`config.mk`:
```
export PLATFORM = sky130hd
export DESIGN_NAME = tpu_tile_scheduler_flat
export DESIGN_NICKNAME = d
export VERILOG_FILES = /design/src/rtl/tpu_tile_scheduler_if.sv /design/src/rtl/tpu_tile_scheduler.sv /design/src/flat_wrapper.sv
export SDC_FILE = /design/constraint.sdc
export NUM_CORES = 1
export LEC_CHECK = 0
export CORE_ASPECT_RATIO = 1.5
export CORE_MARGIN = 2
export CORE_UTILIZATION = 47
export CTS_BUF_LIST = sky130_fd_sc_hd__clkbuf_4 sky130_fd_sc_hd__clkbuf_8 sky130_fd_sc_hd__clkbuf_16
export CTS_CLUSTER_DIAMETER = 100
export CTS_CLUSTER_SIZE = 25
export DETAILED_ROUTE_END_ITERATION = 10
export PLACE_DENSITY = 0.77
export SYNTH_ARGS = -nofsm -noshare
export SYNTH_HDL_FRONTEND = slang
export SYNTH_SLANG_ARGS = --single-unit
```
`constraint.sdc`:
```
create_clock -name clk -period 3 [get_ports clk]
set_input_delay 0.6 -clock clk [delete_from_list [all_inputs] [get_ports clk]]
set_output_delay 0.6 -clock clk [all_outputs]
set_load 0.02 [all_outputs]
```
`src/rtl/tpu_tile_scheduler_if.sv`:
```
// Host/TPU-side handshake bundle for the tile scheduler.
// slave modport is the scheduler's view, master is the host/TPU side.
interface tpu_tile_scheduler_if #(
    parameter int A_BITS = 15,
    parameter int B_BITS = 15
);
    logic              start;
    logic [10:0]       k_in;
    logic [11:0]       m_in;
    logic [8:0]        n_in;
    logic              busy;
    logic              done;
    logic              tpu_in_valid;
    logic [10:0]       tpu_k;
    logic [11:0]       tpu_m;
    logic [8:0]        tpu_n;
    logic              tpu_busy;
    logic [A_BITS-1:0] a_base;
    logic [B_BITS-1:0] b_base;
    logic              tile_ready;
    logic [11:0]       tile_m0;
    logic [8:0]        tile_n0;
    logic              drain_ack;
    logic [15:0]       tile_cnt;

    modport slave (
        input  start, k_in, m_in, n_in, tpu_busy, drain_ack,
        output busy, done, tpu_in_valid, tpu_k, tpu_m, tpu_n,
               a_base, b_base, tile_ready, tile_m0, tile_n0, tile_cnt
    );

    modport master (
        output start, k_in, m_in, n_in, tpu_busy, drain_ack,
        input  busy, done, tpu_in_valid, tpu_k, tpu_m, tpu_n,
               a_base, b_base, tile_ready, tile_m0, tile_n0, tile_cnt
    );
endinterface

```
`src/rtl/tpu_tile_scheduler.sv`:
```
// Tile scheduler: splits a KxMxN GEMM job into TILE_MxTILE_N launches of the
// TPU, N outer / M inner, and holds after each tile until the host drains C.
// Optional macro TILE_SCHED_PERF_EN adds perf_compute / perf_stall counters.
module tpu_tile_scheduler #(
    parameter int TILE_M = 64,
    parameter int TILE_N = 64,
    parameter int A_BITS = 15,
    parameter int B_BITS = 15
) (
    input  logic clk,
    input  logic reset,
    tpu_tile_scheduler_if.slave bus
`ifdef TILE_SCHED_PERF_EN
    ,
    output logic [31:0] perf_compute,
    output logic [31:0] perf_stall
`endif
);
    typedef enum logic [2:0] {S_IDLE, S_LAUNCH, S_GUARD, S_WAIT, S_DRAIN, S_DONE} state_t;

    state_t            r_state;
    logic [10:0]       r_k, r_tk;
    logic [11:0]       r_m, r_m0, r_tm, r_tm0;
    logic [8:0]        r_n, r_n0, r_tn, r_tn0;
    logic [A_BITS-1:0] r_ab;
    logic [B_BITS-1:0] r_bb;
    logic [15:0]       r_cnt;
    logic              r_busy, r_done, r_iv, r_rdy, r_zero;

    logic [12:0] w_m0_adv;
    logic [9:0]  w_n0_adv;
    logic        w_more_m, w_more_n, w_zero;
    logic [11:0] w_rem_m;
    logic [8:0]  w_rem_n;

    // next-tile origin candidates and remaining extents
    assign w_m0_adv = {1'b0, r_m0} + 13'(TILE_M);
    assign w_n0_adv = {1'b0, r_n0} + 10'(TILE_N);
    assign w_more_m = w_m0_adv < {1'b0, r_m};
    assign w_more_n = w_n0_adv < {1'b0, r_n};
    assign w_rem_m  = r_m - w_m0_adv[11:0];
    assign w_rem_n  = r_n - w_n0_adv[8:0];
    assign w_zero   = (bus.k_in == '0) || (bus.m_in == '0) || (bus.n_in == '0);

    function automatic logic [11:0] clip_m(input logic [11:0] v);
        return (v > 12'(TILE_M)) ? 12'(TILE_M) : v;
    endfunction

    function automatic logic [8:0] clip_n(input logic [8:0] v);
        return (v > 9'(TILE_N)) ? 9'(TILE_N) : v;
    endfunction

    // main sequencer; every output is a register updated with the state
    always_ff @(posedge clk) begin
        if (reset) begin
            r_state <= S_IDLE;
            r_k <= '0;  r_tk <= '0;
            r_m <= '0;  r_m0 <= '0; r_tm <= '0; r_tm0 <= '0;
            r_n <= '0;  r_n0 <= '0; r_tn <= '0; r_tn0 <= '0;
            r_ab <= '0; r_bb <= '0; r_cnt <= '0;
            r_busy <= 1'b0; r_done <= 1'b0; r_iv <= 1'b0;
            r_rdy <= 1'b0;  r_zero <= 1'b0;
        end else begin
            r_iv   <= 1'b0;
            r_done <= 1'b0;
            case (r_state)
                S_IDLE: if (bus.start) begin
                    r_k <= bus.k_in; r_m <= bus.m_in; r_n <= bus.n_in;
                    r_m0 <= '0; r_n0 <= '0; r_ab <= '0; r_bb <= '0; r_cnt <= '0;
                    r_busy <= 1'b1;
                    if (w_zero) begin
                        // zero-sized job: spend one extra DONE cycle so done
                        // lands two cycles after start with busy high for both
                        r_zero  <= 1'b1;
                        r_state <= S_DONE;
                    end else begin
                        r_tk    <= bus.k_in;
                        r_tm    <= clip_m(bus.m_in);
                        r_tn    <= clip_n(bus.n_in);
                        r_iv    <= 1'b1;
                        r_state <= S_LAUNCH;
                    end
                end
                S_LAUNCH: r_state <= S_GUARD;
                // TPU busy is not yet valid right after the launch pulse
                S_GUARD:  r_state <= S_WAIT;
                S_WAIT: if (!bus.tpu_busy) begin
                    r_cnt   <= r_cnt + 16'd1;
                    r_rdy   <= 1'b1;
                    r_tm0   <= r_m0;
                    r_tn0   <= r_n0;
                    r_state <= S_DRAIN;
                end
                S_DRAIN: if (bus.drain_ack) begin
                    r_rdy <= 1'b0;
                    if (w_more_m) begin
                        r_m0    <= w_m0_adv[11:0];
                        r_ab    <= r_ab + A_BITS'(27'(r_k) * 27'(TILE_M / 4));
                        r_tm    <= clip_m(w_rem_m);
                        r_iv    <= 1'b1;
                        r_state <= S_LAUNCH;
                    end else if (w_more_n) begin
                        r_m0    <= '0;
                        r_ab    <= '0;
                        r_n0    <= w_n0_adv[8:0];
                        r_bb    <= r_bb + B_BITS'(27'(r_k) * 27'(TILE_N / 4));
                        r_tm    <= clip_m(r_m);
                        r_tn    <= clip_n(w_rem_n);
                        r_iv    <= 1'b1;
                        r_state <= S_LAUNCH;
                    end else begin
                        r_done  <= 1'b1;
                        r_state <= S_DONE;
                    end
                end
                S_DONE: if (r_zero) begin
                    r_zero <= 1'b0;
                    r_done <= 1'b1;
                end else begin
                    r_busy  <= 1'b0;
                    r_state <= S_IDLE;
                end
                default: r_state <= S_IDLE;
            endcase
        end
    end

`ifdef TILE_SCHED_PERF_EN
    logic [31:0] r_pc, r_ps;

    // saturating cycle counters: compute (GUARD+WAIT) and drain stall
    always_ff @(posedge clk) begin
        if (reset) begin
            r_pc <= '0;
            r_ps <= '0;
        end else if (r_state == S_IDLE && bus.start) begin
            r_pc <= '0;
            r_ps <= '0;
        end else begin
            if ((r_state == S_GUARD || r_state == S_WAIT) && r_pc != '1) r_pc <= r_pc + 32'd1;
            if (r_state == S_DRAIN && r_ps != '1) r_ps <= r_ps + 32'd1;
        end
    end

    assign perf_compute = r_pc;
    assign perf_stall   = r_ps;
`endif

    assign bus.busy         = r_busy;
    assign bus.done         = r_done;
    assign bus.tpu_in_valid = r_iv;
    assign bus.tpu_k        = r_tk;
    assign bus.tpu_m        = r_tm;
    assign bus.tpu_n        = r_tn;
    assign bus.a_base       = r_ab;
    assign bus.b_base       = r_bb;
    assign bus.tile_ready   = r_rdy;
    assign bus.tile_m0      = r_tm0;
    assign bus.tile_n0      = r_tn0;
    assign bus.tile_cnt     = r_cnt;
endmodule

```
`src/flat_wrapper.sv`:
```
// flat-port wrapper written by rule: the top's interface ports become plain ports
module tpu_tile_scheduler_flat 
#(
    parameter int TILE_M = 64,
    parameter int TILE_N = 64,
    parameter int A_BITS = 15,
    parameter int B_BITS = 15
)
  (clk, reset, bus_start, bus_k_in, bus_m_in, bus_n_in, bus_tpu_busy, bus_drain_ack, bus_busy, bus_done, bus_tpu_in_valid, bus_tpu_k, bus_tpu_m, bus_tpu_n, bus_a_base, bus_b_base, bus_tile_ready, bus_tile_m0, bus_tile_n0, bus_tile_cnt);
  tpu_tile_scheduler_if #(.A_BITS(A_BITS), .B_BITS(B_BITS)) bus_i ();
  input  logic clk;
  input  logic reset;
  input wire logic [$bits(bus_i.start)-1:0] bus_start;
  input wire logic [$bits(bus_i.k_in)-1:0] bus_k_in;
  input wire logic [$bits(bus_i.m_in)-1:0] bus_m_in;
  input wire logic [$bits(bus_i.n_in)-1:0] bus_n_in;
  input wire logic [$bits(bus_i.tpu_busy)-1:0] bus_tpu_busy;
  input wire logic [$bits(bus_i.drain_ack)-1:0] bus_drain_ack;
  output wire logic [$bits(bus_i.busy)-1:0] bus_busy;
  output wire logic [$bits(bus_i.done)-1:0] bus_done;
  output wire logic [$bits(bus_i.tpu_in_valid)-1:0] bus_tpu_in_valid;
  output wire logic [$bits(bus_i.tpu_k)-1:0] bus_tpu_k;
  output wire logic [$bits(bus_i.tpu_m)-1:0] bus_tpu_m;
  output wire logic [$bits(bus_i.tpu_n)-1:0] bus_tpu_n;
  output wire logic [$bits(bus_i.a_base)-1:0] bus_a_base;
  output wire logic [$bits(bus_i.b_base)-1:0] bus_b_base;
  output wire logic [$bits(bus_i.tile_ready)-1:0] bus_tile_ready;
  output wire logic [$bits(bus_i.tile_m0)-1:0] bus_tile_m0;
  output wire logic [$bits(bus_i.tile_n0)-1:0] bus_tile_n0;
  output wire logic [$bits(bus_i.tile_cnt)-1:0] bus_tile_cnt;
  assign bus_i.start = bus_start;
  assign bus_i.k_in = bus_k_in;
  assign bus_i.m_in = bus_m_in;
  assign bus_i.n_in = bus_n_in;
  assign bus_i.tpu_busy = bus_tpu_busy;
  assign bus_i.drain_ack = bus_drain_ack;
  assign bus_busy = bus_i.busy;
  assign bus_done = bus_i.done;
  assign bus_tpu_in_valid = bus_i.tpu_in_valid;
  assign bus_tpu_k = bus_i.tpu_k;
  assign bus_tpu_m = bus_i.tpu_m;
  assign bus_tpu_n = bus_i.tpu_n;
  assign bus_a_base = bus_i.a_base;
  assign bus_b_base = bus_i.b_base;
  assign bus_tile_ready = bus_i.tile_ready;
  assign bus_tile_m0 = bus_i.tile_m0;
  assign bus_tile_n0 = bus_i.tile_n0;
  assign bus_tile_cnt = bus_i.tile_cnt;
  tpu_tile_scheduler #(.TILE_M(TILE_M), .TILE_N(TILE_N), .A_BITS(A_BITS), .B_BITS(B_BITS)) u_core (.clk(clk), .reset(reset), .bus(bus_i));
endmodule
```
==> reports/results.ini <==
[placement]
placed_cells=1209
hpwlAfterDp_um=15190
gpl.final_weighted_congestion=0.9086
placement.io_buffers=119
placedInstanceArea_um2=8808
placement.setup.worst_slack_ps=-154.2

[global_route]
antenna_found_initial=0
grt_pass1_vias=6911
globalRouteTotalUtil_pct=25.32
grt_start_max_net_pins=51
grt_pass1_wl_um=33260
grt_remaining_overflow=0

[layout]
drive_above_1_share_pct=12.73
final_cell_count_no_fill=1244
layout_commonest_cell=dfxtp_1
fillerInstances=1315
final_cell_mix=dfxtp_1, clkdlybuf4s50_1, nand2_1, a21oi_1, buf_4
insertedDiodeCount=0
design.final.nets=1115
final_core_util_pct=63.74
syn2layout_area_growth_pct=33.88
final_cell_area_um2=9563

[route]
postRouteWirelength_um=21130
routed_wl_per_cell_um=16.99
drtPass1Iterations=5
detail_route.drc_violations=0
dr.first_iter.drc_count=431
avgViaCountPerCell=5.678
detailroute.via_count=7063
antenna_left=0

[timing]
worst_clock_skew_ps=11.72
timing.final.crit_share_pct=96.55
slew_margin_rel_pct=53.98
whs_ps=451.7
min_period_ps=2896
timing.fmax_ghz=0.3453
setup_tns_ps=0
finalWorstSetupSlack_ps=103.6
timing_worst_slew_pin_value_ps=690.3
finalSetupViolations=0
report.final.hold_viol_count=0
finalMaxSlewViolations=0

[yosys]
ys_dominant_reg_cell=dfxtp_1
syn_inst=868
synth_edf_count=0
mappedNetlistArea_um2=7143
yosys.cell_types.count=72
avgSynthCellArea_um2=8.229
ys_async_sr_fraction_pct=0
synth_sequential_area_ratio_pct=35.87
postSynthRegisterBits=128
synth.yosys.warnings=0

[critical_path]
r2r.worst_path.cells=16
setup.worst_path.start_class=flop
critical_path_class=flop to flop
crit_fanout=5
worst_ep_required_time_ps=3290
rr_startpoint=u_core.r_m0[6]
reg_to_reg_endpoint=u_core.bus.b_base[9]
ff2ff_setup_slack_ps=100
critical_path.endpoint_type=flop
worst-endpoint-arrival_ps=3180

[floorplan]
die_area_um2=16220
die-width_um=104.7
die_height_um=155.0
fp-row-count=55
design.portCount=140
initial_core_util_pct=47.61
floorplan.core_area_um2=15000

[cts]
inserted_clock_buffers=17
cts_tree=yes
clock_insertion_delay_worst_skew_ps=420
cts_root_buf=clkbuf_16
clock_sink_count=128
cts-htree-levels=4
hold_buffers=0
clock_path_buffers=2
clkTransAtPathRegs_ps=60

[worst_hold_path]
timing.hold.worst.start=u_core.bus.tile_m0[6]
depth_of_the_worst_hold_timing_path=2
hp-class=flop to flop
min_to=u_core.bus.tile_m0[6]

[power_and_ir_drop]
report.power.total_mw=5.014
vdd_drop_max_uv=387.0
p_leak_nw=3.778
power_per_cell_area_nw_per_um2=524.3

[run]
maxCapViolCount=0

[run_status]
status=finished clean

[logic make-up after synthesis]
kind of cell / share of synthesized area [%]
mux: 2.557
fa+ha+maj: 8.093
buf+inv: 6.341
simple gates: 22.19
flops: 35.87
other cells: 0.1051
xor+xnor: 4.414
compound gates: 20.42
[metal layers]
layer / vias up / global-route usage (%) / routed length (µm)
met3: 54 / 5.237 / 1237
met2: 258 / 47.25 / 11030
li1: 3417 / - / -
met1: 3334 / 27.02 / 8111
met5: - / 0 / 0
met4: 0 / 12.06 / 754
[cells in the mapped netlist, drive strengths merged (9+ instances only)]
library cell	count	share of area, %
and2	9	0.79
o21ai	37	2.6
xnor2	16	2.0
clkbuf	30	1.6
o211ai	17	1.9
xor2	20	2.5
and3	14	1.2
nor2	57	3.0
buf	30	2.9
a21oi	92	6.5
or3	12	1.1
mux2i	16	2.2
ha	43	7.5
nand3	29	2.0
nor3	14	0.98
nand2	112	5.9
dfxtp	128	36
nand4	18	1.6
inv	35	1.8
[where the power goes]
group / switching, mW / leakage, nW / internal (mW)
Clock: 0.764 / 0.302 / 1.42
Sequential: 0.0698 / 1.04 / 1.78
Combinational: 0.583 / 2.44 / 0.403
[area by class of cell]
| cell class | count | area, µm² | area share (%) |
|---|---|---|---|
| Timing Repair Buffer | 184 | 1682 | 17.58 |
| Multi-Input combinational cell | 666 | 4313 | 45.10 |
| Sequential cell | 128 | 2566 | 26.84 |
| Clock inverter | 11 | 163.9 | 1.714 |
| Clock buffer | 20 | 454.2 | 4.749 |
| Inverter | 36 | 135.1 | 1.413 |
| Tap cell | 199 | 249.0 | 2.604 |
[timing repair]
action                     CTS  global route
setup buffers                0             3
pin swaps                    0             5
setup endpoints to repair    5            51
gates resized for setup      2            17
cloned                       0             1
[critical path, stage by stage, from the launching register on]
cell	delay, ps
dfxtp_2	360
ha_4	160
nand3_1	110
xor2_1	200
inv_1	110
ha_4	230
buf_4	140
a21o_1	150
a2bb2oi_1	240
o211a_1	280
buf_4	160
buf_4	120
o21ai_4	70
buf_6	160
buf_4	130
nand4_1	70
a21oi_1	60
[state kept, by name (all words and copies together), names as in the netlist, 3 cells and up]
| name | count |
|---|---|
| u_core.r_state | 3 |
| u_core.r_m | 12 |
| u_core.r_m0 | 6 |
| u_core.r_n | 9 |
| u_core.r_k | 11 |
| u_core.bus.tpu_k | 11 |
| u_core.r_n0 | 3 |
| u_core.bus.tpu_n | 9 |
| u_core.bus.tile_m0 | 6 |
| u_core.bus.b_base | 11 |
| u_core.bus.a_base | 11 |
| u_core.bus.tile_n0 | 3 |
| u_core.bus.tile_cnt | 16 |
| u_core.bus.tpu_m | 12 |
[how the worst max path moves through the flow]
stage / end / startpoint / slack (ps) / cells past startpoint
after global routing: u_core.bus.tpu_m[1] / u_core.r_m0[6] / -30 / 13
after detailed placement: u_core.bus.tpu_m[3] / bus_m_in[0] / -150 / 8
final: u_core.bus.b_base[9] / u_core.r_m0[6] / 100 / 16
after global placement: u_core.bus.tpu_n[5] / bus_m_in[0] / -110 / 7
after CTS: u_core.bus.tpu_m[2] / u_core.r_m0[6] / 10 / 11
after floorplan: u_core.bus.tpu_m[4] / u_core.r_m0[6] / 130 / 11
(Power assumes the default switching activity.)
